`config.mk`:
```
export PLATFORM = sky130hd
export DESIGN_NAME = bus_dma
export DESIGN_NICKNAME = d
export VERILOG_FILES = /design/src/rtl/bus_dma_pkg.sv /design/src/rtl/bus_dma.sv
export SDC_FILE = /design/constraint.sdc
export NUM_CORES = 1
export LEC_CHECK = 0
export BUFFER_PORTS_ARGS = -buffer_cell sky130_fd_sc_hd__buf_2
export CAP_MARGIN = 20
export CORE_ASPECT_RATIO = 1.4
export CORE_UTILIZATION = 30
export CTS_BUF_LIST = sky130_fd_sc_hd__clkbuf_4 sky130_fd_sc_hd__clkbuf_8
export DETAILED_ROUTE_END_ITERATION = 8
export PLACE_DENSITY = 0.62
export RECOVER_POWER = 100
export SLEW_MARGIN = 15
export SYNTH_ARGS = -nofsm -noshare
export SYNTH_HDL_FRONTEND = slang
export SYNTH_SLANG_ARGS = --single-unit
```
`constraint.sdc`:
```
create_clock -name clk -period 3.3 [get_ports clk]
set_input_delay 0.66 -clock clk [delete_from_list [all_inputs] [get_ports clk]]
set_output_delay 0.66 -clock clk [all_outputs]
set_load 0.03 [all_outputs]
```
`src/rtl/bus_dma_pkg.sv`:
```
// Shared definitions for the bus_dma block-copy initiator.
// State encoding and bus word geometry.
package bus_dma_pkg;

    typedef enum logic [2:0] {
        ST_IDLE  = 3'd0,
        ST_REQ   = 3'd1,
        ST_READ  = 3'd2,
        ST_WRITE = 3'd3,
        ST_DONE  = 3'd4
    } state_t;

    localparam int          WORD_BYTES = 4;
    localparam logic [31:0] WORD_STEP  = 32'(WORD_BYTES);

    function automatic logic [31:0] word_align(input logic [31:0] byte_addr);
        return {byte_addr[31:2], 2'b00};
    endfunction

endpackage

```
`src/rtl/bus_dma.sv`:
```
// Block-copy bus initiator: arbitrates for the CPU data bus, then alternates
// one read and one write per word until the latched count is exhausted.
module bus_dma
    import bus_dma_pkg::*;
#(
    parameter int CNT_WIDTH = 16
) (
    input  logic                 clk,
    input  logic                 reset,
    input  logic                 start,
    input  logic [31:0]          src_addr,
    input  logic [31:0]          dst_addr,
    input  logic [CNT_WIDTH-1:0] word_count,
    output logic                 bus_req,
    input  logic                 bus_gnt,
    output logic                 MemRead,
    output logic                 MemWrite,
    output logic [31:0]          address,
    output logic [31:0]          write_data,
    input  logic [31:0]          read_data,
    output logic                 busy,
    output logic                 done,
    output logic                 IRQ,
    input  logic                 irq_clr
);

    localparam logic [CNT_WIDTH-1:0] CNT_ONE = CNT_WIDTH'(1);

    state_t                 state_q, state_d;
    logic [31:0]            src_q, src_d;
    logic [31:0]            dst_q, dst_d;
    logic [CNT_WIDTH-1:0]   cnt_q, cnt_d;
    logic [31:0]            data_q, data_d;

    logic                   bus_req_q, bus_req_d;
    logic                   mem_read_q, mem_read_d;
    logic                   mem_write_q, mem_write_d;
    logic [31:0]            address_q, address_d;
    logic [31:0]            write_data_q, write_data_d;
    logic                   busy_q, busy_d;
    logic                   done_q, done_d;
    logic                   irq_q, irq_d;

    // Byte-offset bits of the addresses are dropped on purpose.
    logic unused_addr_bits;
    assign unused_addr_bits = ^{src_addr[1:0], dst_addr[1:0]};

    always_comb begin
        state_d = state_q;
        src_d   = src_q;
        dst_d   = dst_q;
        cnt_d   = cnt_q;
        data_d  = data_q;

        case (state_q)
            ST_IDLE: begin
                if (start) begin
                    if (word_count != '0) begin
                        src_d   = word_align(src_addr);
                        dst_d   = word_align(dst_addr);
                        cnt_d   = word_count;
                        state_d = ST_REQ;
                    end else begin
                        state_d = ST_DONE;
                    end
                end
            end
            ST_REQ: begin
                if (bus_gnt) begin
                    state_d = ST_READ;
                end
            end
            ST_READ: begin
                data_d  = read_data;
                state_d = ST_WRITE;
            end
            ST_WRITE: begin
                src_d   = src_q + WORD_STEP;
                dst_d   = dst_q + WORD_STEP;
                cnt_d   = cnt_q - CNT_ONE;
                state_d = (cnt_q == CNT_ONE) ? ST_DONE : ST_READ;
            end
            ST_DONE: begin
                state_d = ST_IDLE;
            end
            default: begin
                state_d = ST_IDLE;
            end
        endcase

        // Outputs are registered, so they are decoded from the next state
        // and the already-updated pointers to line up with state_q.
        bus_req_d    = (state_d == ST_REQ) || (state_d == ST_READ) || (state_d == ST_WRITE);
        mem_read_d   = (state_d == ST_READ);
        mem_write_d  = (state_d == ST_WRITE);
        address_d    = (state_d == ST_READ)  ? src_d :
                       (state_d == ST_WRITE) ? dst_d : 32'h0;
        write_data_d = (state_d == ST_WRITE) ? data_d : 32'h0;
        done_d       = (state_d == ST_DONE);
        busy_d       = bus_req_d || ((state_d == ST_DONE) && (state_q == ST_WRITE));
        // A completion in progress beats a simultaneous clear.
        irq_d        = (state_q == ST_DONE) || (irq_q && !irq_clr);
    end

    always_ff @(posedge clk) begin
        if (reset) begin
            state_q      <= ST_IDLE;
            src_q        <= '0;
            dst_q        <= '0;
            cnt_q        <= '0;
            data_q       <= '0;
            bus_req_q    <= 1'b0;
            mem_read_q   <= 1'b0;
            mem_write_q  <= 1'b0;
            address_q    <= '0;
            write_data_q <= '0;
            busy_q       <= 1'b0;
            done_q       <= 1'b0;
            irq_q        <= 1'b0;
        end else begin
            state_q      <= state_d;
            src_q        <= src_d;
            dst_q        <= dst_d;
            cnt_q        <= cnt_d;
            data_q       <= data_d;
            bus_req_q    <= bus_req_d;
            mem_read_q   <= mem_read_d;
            mem_write_q  <= mem_write_d;
            address_q    <= address_d;
            write_data_q <= write_data_d;
            busy_q       <= busy_d;
            done_q       <= done_d;
            irq_q        <= irq_d;
        end
    end

    assign bus_req    = bus_req_q;
    assign MemRead    = mem_read_q;
    assign MemWrite   = mem_write_q;
    assign address    = address_q;
    assign write_data = write_data_q;
    assign busy       = busy_q;
    assign done       = done_q;
    assign IRQ        = irq_q;

endmodule
```
==> qor.csv, run 1 <==
stage,metric,value,unit
cts,H-tree depth,4,
sta,final worst path period share,86.6,%
min_path,hold path start,read_data[28],
global_route,number of global-route vias before repair,6496,
global_route,Total GRT Usage,19.8,%
floorplanning,die width,129,um
cts,Clock Tree Buf Depth,2,
placement,dpl hpwl,16400,um
pwr,Combinational Power Share,15.0,%
sta,endpoints failing setup,0,
logic_synthesis,Post-synth EDFFs,0,
route,via count,6936,
cts,Resize count post-CTS,0,
sta,Final Max Slew Viols,0,
cts,setup bufs post-CTS,0,
sta,min Tclk post-route,2860,ps
logic_synthesis,Syn Inst Count,821,
pwr,peak supply drop,0.278,mV
cts,CTS tree,built,
global_route,met1 Use GR,23.5,%
sta,Setup Skew,15.6,ps
pwr,Leakage,0.00309,uW
route,1st-pass router iterations,4,
logic_synthesis,sequential fraction of the synthesis area,44.9,%
floorplanning,core region area,22100,sq um
route,DRC,0,
critical_path,Slowest cell on crit path,clkbuf_1,
placement,Place WS,283,ps
critical_path,CP max stage delay,790,ps
critical_path,worst path bufs/invs,2,
route,WL final,22700,um
pwr,Sw Ratio,30.6,%
route,Wirelength per Cell,17.4,um
route,Starting DRT DRC Count,384,
floorplanning,row count,64,
logic_synthesis,total of warnings raised by yosys,0,
critical_path,r2r startpoint,state_q[2],
global_route,grt met2 use,33.1,%
critical_path,crit path cell chain,"nand3b_1, clkbuf_1, buf_4, nor2_1, a32oi_1, and3_1, o22ai_1",
final_layout,share of layout cells above drive strength 1,17.2,%
critical_path,FF-to-FF End,address[23],
cts,Clock Latency Late Sink,470,ps
logic_synthesis,post-synth cell types,62,
sta,RSZ-0062 raised after global routing,no,
logic_synthesis,syn nets,942,
route,via-per-instance ratio,5.31,
critical_path,worst path arrival time,3180,ps
cts,# hold bufs at CTS,0,
global_route,grt met3 use,4.69,%
min_path,Worst Hold Path Cells,3,
sta,Worst slew margin,30.7,%
critical_path,Top delay family on crit path,buffers and inverters,
final_layout,Final nets,1115,
logic_synthesis,Syn Std Cell Area,6820,sq um
critical_path,crit path max fanout,23,
floorplanning,initial core utilization,30.9,%
cts,Clock Pin Slew Worst Setup and Hold Paths,90,ps
pwr,Pint,2890,uW
global_route,first-pass GRT wire length,35200,um
pwr,Clock Power Share,36.0,%
final_layout,Area Overhead vs Synth,22.4,%
global_route,antenna violations before repair,6,
sta,Fmax achieved,350,MHz
sta,Total Neg Setup Slack,0,ps
pwr,sequential share of power,48.9,%
global_route,largest net degree at the start of global routing,59,
outcome,run status,completed,
floorplanning,IO Pins,187,
floorplanning,die span in y,180,um
logic_synthesis,"flops & latches, synth",153,
placement,I/O Buffers,182,
pwr,switching power,1270,uW
flow_run,Max-Cap Viols,0,
min_path,worst hold path type,input port to flop,
sta,endpoints failing hold,0,
floorplanning,DIE AREA,23300,sq um
critical_path,crit path kind,flop to flop,
logic_synthesis,ys async rst share,0,%
logic_synthesis,top_reg_cell synth,dfxtp_1,
critical_path,FF-to-FF setup slack,440,ps
critical_path,Worst Path Required,3630,ps
placement,routability cong.,0.871,
cts,total CTS buffers,17,
critical_path,Critical Path Start Type,flop,
cts,clock tree sinks,153,
sta,pin slew with the least headroom to its limit,1040,ps
cts,Clock Tree Root,clkbuf_8,
critical_path,Setup crit end kind,flop,
min_path,WHS Endpoint,write_data[28],
global_route,GRT busiest layer,met2,
critical_path,R2R depth,7,
logic_synthesis,Mapped Avg Cell Area,8.31,sq um
global_route,total global routing overflow,0,
pwr,Pwr Density,499,nW/um^2
route,post-route ant nets,0,
sta,final worst setup slack,442,ps
-- kinds of logic (layout without fill, tap and decap cells) --
logic type,after synthesis,in the layout,share of synthesized area [%]
simple gates,384,384,28.0
compound gates,205,205,21.1
flops,153,153,44.9
buf+inv,69,255,4.40
fa+ha+maj,4,4,0.734
mux,4,4,0.624
xor+xnor,2,2,0.257
other cells,0,3,0
-- worst max path at each step --
stage	cells after the start	slack, ps	to	start
finish	7	440	address[23]	state_q[2]
global route	8	280	address[15]	state_q[1]
CTS	6	690	address[1]	cnt_q[2]
detailed placement	8	280	cnt_q[6]	word_count[0]
global placement	9	350	address[27]	word_count[11]
floorplan	8	590	address[2]	word_count[0]
-- through the flow --
step / total power (uW) / utilization, % / std cells / instance area, sq um / hold WS [ps]
5_1_grt: 4380 / 37.7 / 1305 / 8340 / 353
6_report: 4170 / 37.8 / 1307 / 8350 / 392
3_5_place_dp: 2720 / 36.6 / 1272 / 8090 / 443
2_1_floorplan: 2470 / - / 821 / 6820 / 429
4_1_cts: 4230 / 38.5 / 1304 / 8500 / 359
3_3_place_gp: 2720 / 36.6 / 1272 / 8090 / 441
-- state kept, by name, indices dropped and copies added (netlist names) --
register	cells
MemRead	1
IRQ	1
busy	1
bus_req	1
src_q	32
write_data	32
dst_q	32
state_q	3
done	1
MemWrite	1
address	32
cnt_q	16
-- area by class of cell --
cell class                 count  area, sq um
sequential                   153         3060
multi-input combinational    599         3420
fill                        2398        13800
tap                          297          372
timing repair buffer         211         1030
antenna                        3         7.51
inverter                      12         45.0
clock inverter                14          161
clock buffer                  18          248
-- tightest hold or removal path, cell delays in order --
cell     delay (ps)
buf_2            90
nand2_1          40
nor3_1           30
-- synthesized netlist by cell type, types with 12 or more instances --
cell	count	area (sq um)
a211oi_1	13	97.6
a22o_1	12	105
a31oi_1	17	106
o22ai_1	22	138
and3_1	22	138
dfxtp_1	153	3060
nor2_1	90	338
o21ai_0	26	130
nand3_1	29	145
nand4_1	26	163
nand2_1	85	319
clkbuf_1	39	146
a21oi_1	45	225
nor2b_1	19	119
nor3_1	61	305
-- layer usage --
layer	share of wire (%)	wire length, um
met4	3.3	754
met2	50	11300
met1	41	9320
met3	5.7	1300
met5	0.15	35
-- layout by cell type, fill, tap and decap left out, types with 5 or more instances in the layout --
master,n
a22o_1,12
a21oi_1,46
a31oi_1,17
nor2_1,90
nor3_1,61
inv_1,11
or3_1,7
o2bb2ai_1,10
a211oi_1,16
dfxtp_1,153
nor2b_1,18
nand2_1,85
nor4_1,11
o22ai_1,22
clkbuf_8,18
clkbuf_1,78
nand4b_1,5
o21ai_0,26
a21o_1,6
buf_2,110
o311ai_0,6
and3_1,22
nand3_1,29
o211ai_1,11
a221oi_1,5
buf_4,22
nand4_1,26
or4_1,8
-- power by group through the flow --
stage	sequential (uW)	clock [uW]	combinational [uW]
after floorplan	2080	0	391
after global placement	2080	0	643
after detailed placement	2080	0	646
after CTS	2030	1540	649
after global routing	2050	1630	690
final	2040	1500	627
(Power assumes the default switching activity.)
==> run 2: changes to the inputs <==
--- a/config.mk
+++ b/config.mk
@@ -7,11 +7,13 @@
 export LEC_CHECK = 0
 export BUFFER_PORTS_ARGS = -buffer_cell sky130_fd_sc_hd__buf_2
 export CAP_MARGIN = 20
+export CELL_PAD_IN_SITES_DETAIL_PLACEMENT = 0
+export CELL_PAD_IN_SITES_GLOBAL_PLACEMENT = 1
 export CORE_ASPECT_RATIO = 1.4
 export CORE_UTILIZATION = 30
 export CTS_BUF_LIST = sky130_fd_sc_hd__clkbuf_4 sky130_fd_sc_hd__clkbuf_8
 export DETAILED_ROUTE_END_ITERATION = 8
-export PLACE_DENSITY = 0.62
+export PLACE_DENSITY = 0.76
 export RECOVER_POWER = 100
 export SLEW_MARGIN = 15
 export SYNTH_ARGS = -nofsm -noshare
==> run 2 against run 1 <==
  * Critical path depth unchanged
  * Highest routed layer is now met4
  * Power shrank 3.0%
  * The run now ends with max-capacitance violations, max-slew violations left
  * Sequential cell count unchanged
==> qor.csv, run 2 (same netlist as run 1, synthesis figures left out) <==
stage,metric,value,unit,change
outcome,run status,"finished, violations left",,
outcome,failing checks,"max-capacitance violations, max-slew violations",,
floorplanning,die span in y,180,um,unchanged
sta,endpoints failing hold,0,,unchanged
sta,Fmax achieved,340,MHz,-2.7%
flow_run,Max-Cap Viols,1,,+1
floorplanning,DIE AREA,23300,sq um,unchanged
sta,endpoints failing setup,0,,unchanged
floorplanning,initial core utilization,30.9,%,unchanged
sta,Setup Skew,12.1,ps,-3.48 ps
route,WL final,22600,um,-0.43%
critical_path,FF-to-FF End,address[6],,
route,Wirelength per Cell,17.3,um,-0.43%
floorplanning,row count,64,,unchanged
cts,setup bufs post-CTS,0,,unchanged
critical_path,Critical Path Start Type,input port,,
min_path,Worst Hold Path Cells,3,,unchanged
sta,Worst slew margin,-5.77,%,-37 points
critical_path,Setup crit end kind,flop,,
final_layout,register area,3060,sq um,unchanged
final_layout,"leading cell types in the layout, fill and taps excluded","153 x dfxtp_1, 110 x buf_2, 90 x nor2_1, 85 x nand2_1, 75 x clkbuf_1",,
sta,Total Neg Setup Slack,0,ps,unchanged
critical_path,FF-to-FF setup slack,520,ps,+80 ps
final_layout,Filler cells,2428,,+1.3%
sta,min Tclk post-route,2940,ps,+79.8 ps
floorplanning,IO Pins,187,,unchanged
route,via count,6865,,-1.0%
cts,CTS tree,built,,
final_layout,multi-input logic area,3410,sq um,-0.22%
route,post-route ant nets,0,,unchanged
global_route,largest net degree at the start of global routing,39,,-34%
min_path,hold path start,read_data[16],,
cts,clock tree sinks,153,,unchanged
critical_path,R2R depth,6,,-1
route,highest metal used,met4,,
cts,Resize count post-CTS,0,,unchanged
sta,final worst setup slack,362,ps,-79.8 ps
critical_path,crit path kind,input port to flop,,
cts,Clock Pin Slew Worst Setup and Hold Paths,100,ps,about the same
floorplanning,core region area,22100,sq um,unchanged
route,DR WL met3,1130,um,-13%
critical_path,crit path cell chain,"buf_2, or4_1, o41a_1, and2_0, buf_12, a211oi_1, o22ai_1",,
route,met2 WL post-DR,11500,um,+2.1%
critical_path,Top delay family on crit path,simple AND/OR/NAND/NOR gates,,
route,Starting DRT DRC Count,360,,-6.3%
placement,DP Area,8130,sq um,+0.40%
final_layout,share of layout cells above drive strength 1,17.4,%,+0.18 points
placement,dpl hpwl,16500,um,+0.46%
final_layout,"leading cell type in the layout, fill and taps excluded",dfxtp_1,,
cts,Clock Tree Buf Depth,2,,unchanged
critical_path,Slowest cell on crit path,and2_0,,
critical_path,worst path bufs/invs,2,,unchanged
cts,total CTS buffers,17,,unchanged
route,1st-pass router iterations,4,,unchanged
pwr,peak supply drop,0.235,mV,-15%
placement,I/O Buffers,182,,unchanged
min_path,WHS Endpoint,write_data[16],,
placement,DP Cell Count,1273,,+0.079%
global_route,total global routing overflow,0,,unchanged
min_path,worst hold path type,input port to flop,,
final_layout,Area Overhead vs Synth,22.2,%,
critical_path,Worst Path Required,3610,ps,-20 ps
cts,Clock Latency Late Sink,460,ps,about the same
sta,pin slew with the least headroom to its limit,1590,ps,+548 ps
cts,# hold bufs at CTS,0,,unchanged
floorplanning,die width,129,um,unchanged
pwr,Pwr Density,485,nW/um^2,-2.8%
sta,RSZ-0062 raised after global routing,no,,
global_route,antenna violations before repair,1,,-5
critical_path,crit path max fanout,15,,-35%
cts,H-tree depth,4,,unchanged
placement,routability cong.,0.823,,-5.5%
final_layout,post-route cell area,8330,sq um,-0.15%
sta,final worst path period share,89.0,%,+2.4 points
global_route,Total GRT Usage,19.8,%,-0.037 points
route,DRC,0,,unchanged
sta,Final Max Slew Viols,36,,+36
global_route,first-pass GRT wire length,35500,um,+0.74%
placement,Place WS,331,ps,+48.3 ps
global_route,number of global-route vias before repair,6549,,+0.82%
route,Metal-1 WL,9520,um,+2.1%
critical_path,CP max stage delay,540,ps,-250 ps
critical_path,r2r startpoint,state_q[1],,
route,via-per-instance ratio,5.25,,-1.0%
pwr,Leakage,0.00310,uW,+0.18%
final_layout,fin cells,1307,,unchanged
cts,Clock Tree Root,clkbuf_8,,
critical_path,worst path arrival time,3250,ps,+70 ps
final_layout,Final nets,1116,,+0.090%
[run 2: cell type report]
cell class	instances	share of cell area, %
timing repair buffer	212	12.8
clock inverter	11	1.17
clock buffer	21	3.24
inverter	12	0.541
tap	297	4.46
antenna	2	0.0601
sequential	153	36.8
multi-input combinational	599	41.0
[run 2: per-layer routing]
metal | GRT usage (%) | vias up
met5 | 0 | -
met4 | 6.88 | 0
met3 | 3.65 | 24
met2 | 34.5 | 202
met1 | 24.0 | 3247
li1 | - | 3392
[run 2: metrics by stage]
| step | hold slack, ps | total power (uW) | utilization [%] |
|---|---|---|---|
| final | 405 | 4040 | 37.7 |
| after global routing | 379 | 4250 | 37.7 |
| after CTS | 382 | 4110 | 38.4 |
| after detailed placement | 451 | 2740 | 36.8 |
| after global placement | 442 | 2730 | 36.8 |
| after floorplan | 429 | 2470 | - |
[run 2: worst max-delay path by stage]
stage	slack [ps]	endpoint	cells past startpoint	startpoint
floorplan	590	address[2]	8	word_count[0]
global placement	340	address[19]	9	word_count[0]
detailed placement	330	address[19]	9	word_count[11]
CTS	720	cnt_q[11]	6	state_q[1]
global route	270	address[6]	7	word_count[0]
finish	360	address[6]	7	word_count[1]
[run 2: worst reg2reg max path: stages (launching register included)]
cell and delay (ps):
dfxtp_1 550, and3b_1 680, clkbuf_1 490, nand4_1 200
and3_1 220, a211oi_1 340, o22ai_1 170
[run 2: report_power, final]
part	total (uW)	switching (uW)	internal (uW)
clock network	1370	730	638
registers	2040	97.4	1940
logic	636	384	252
total	4040	1210	2830
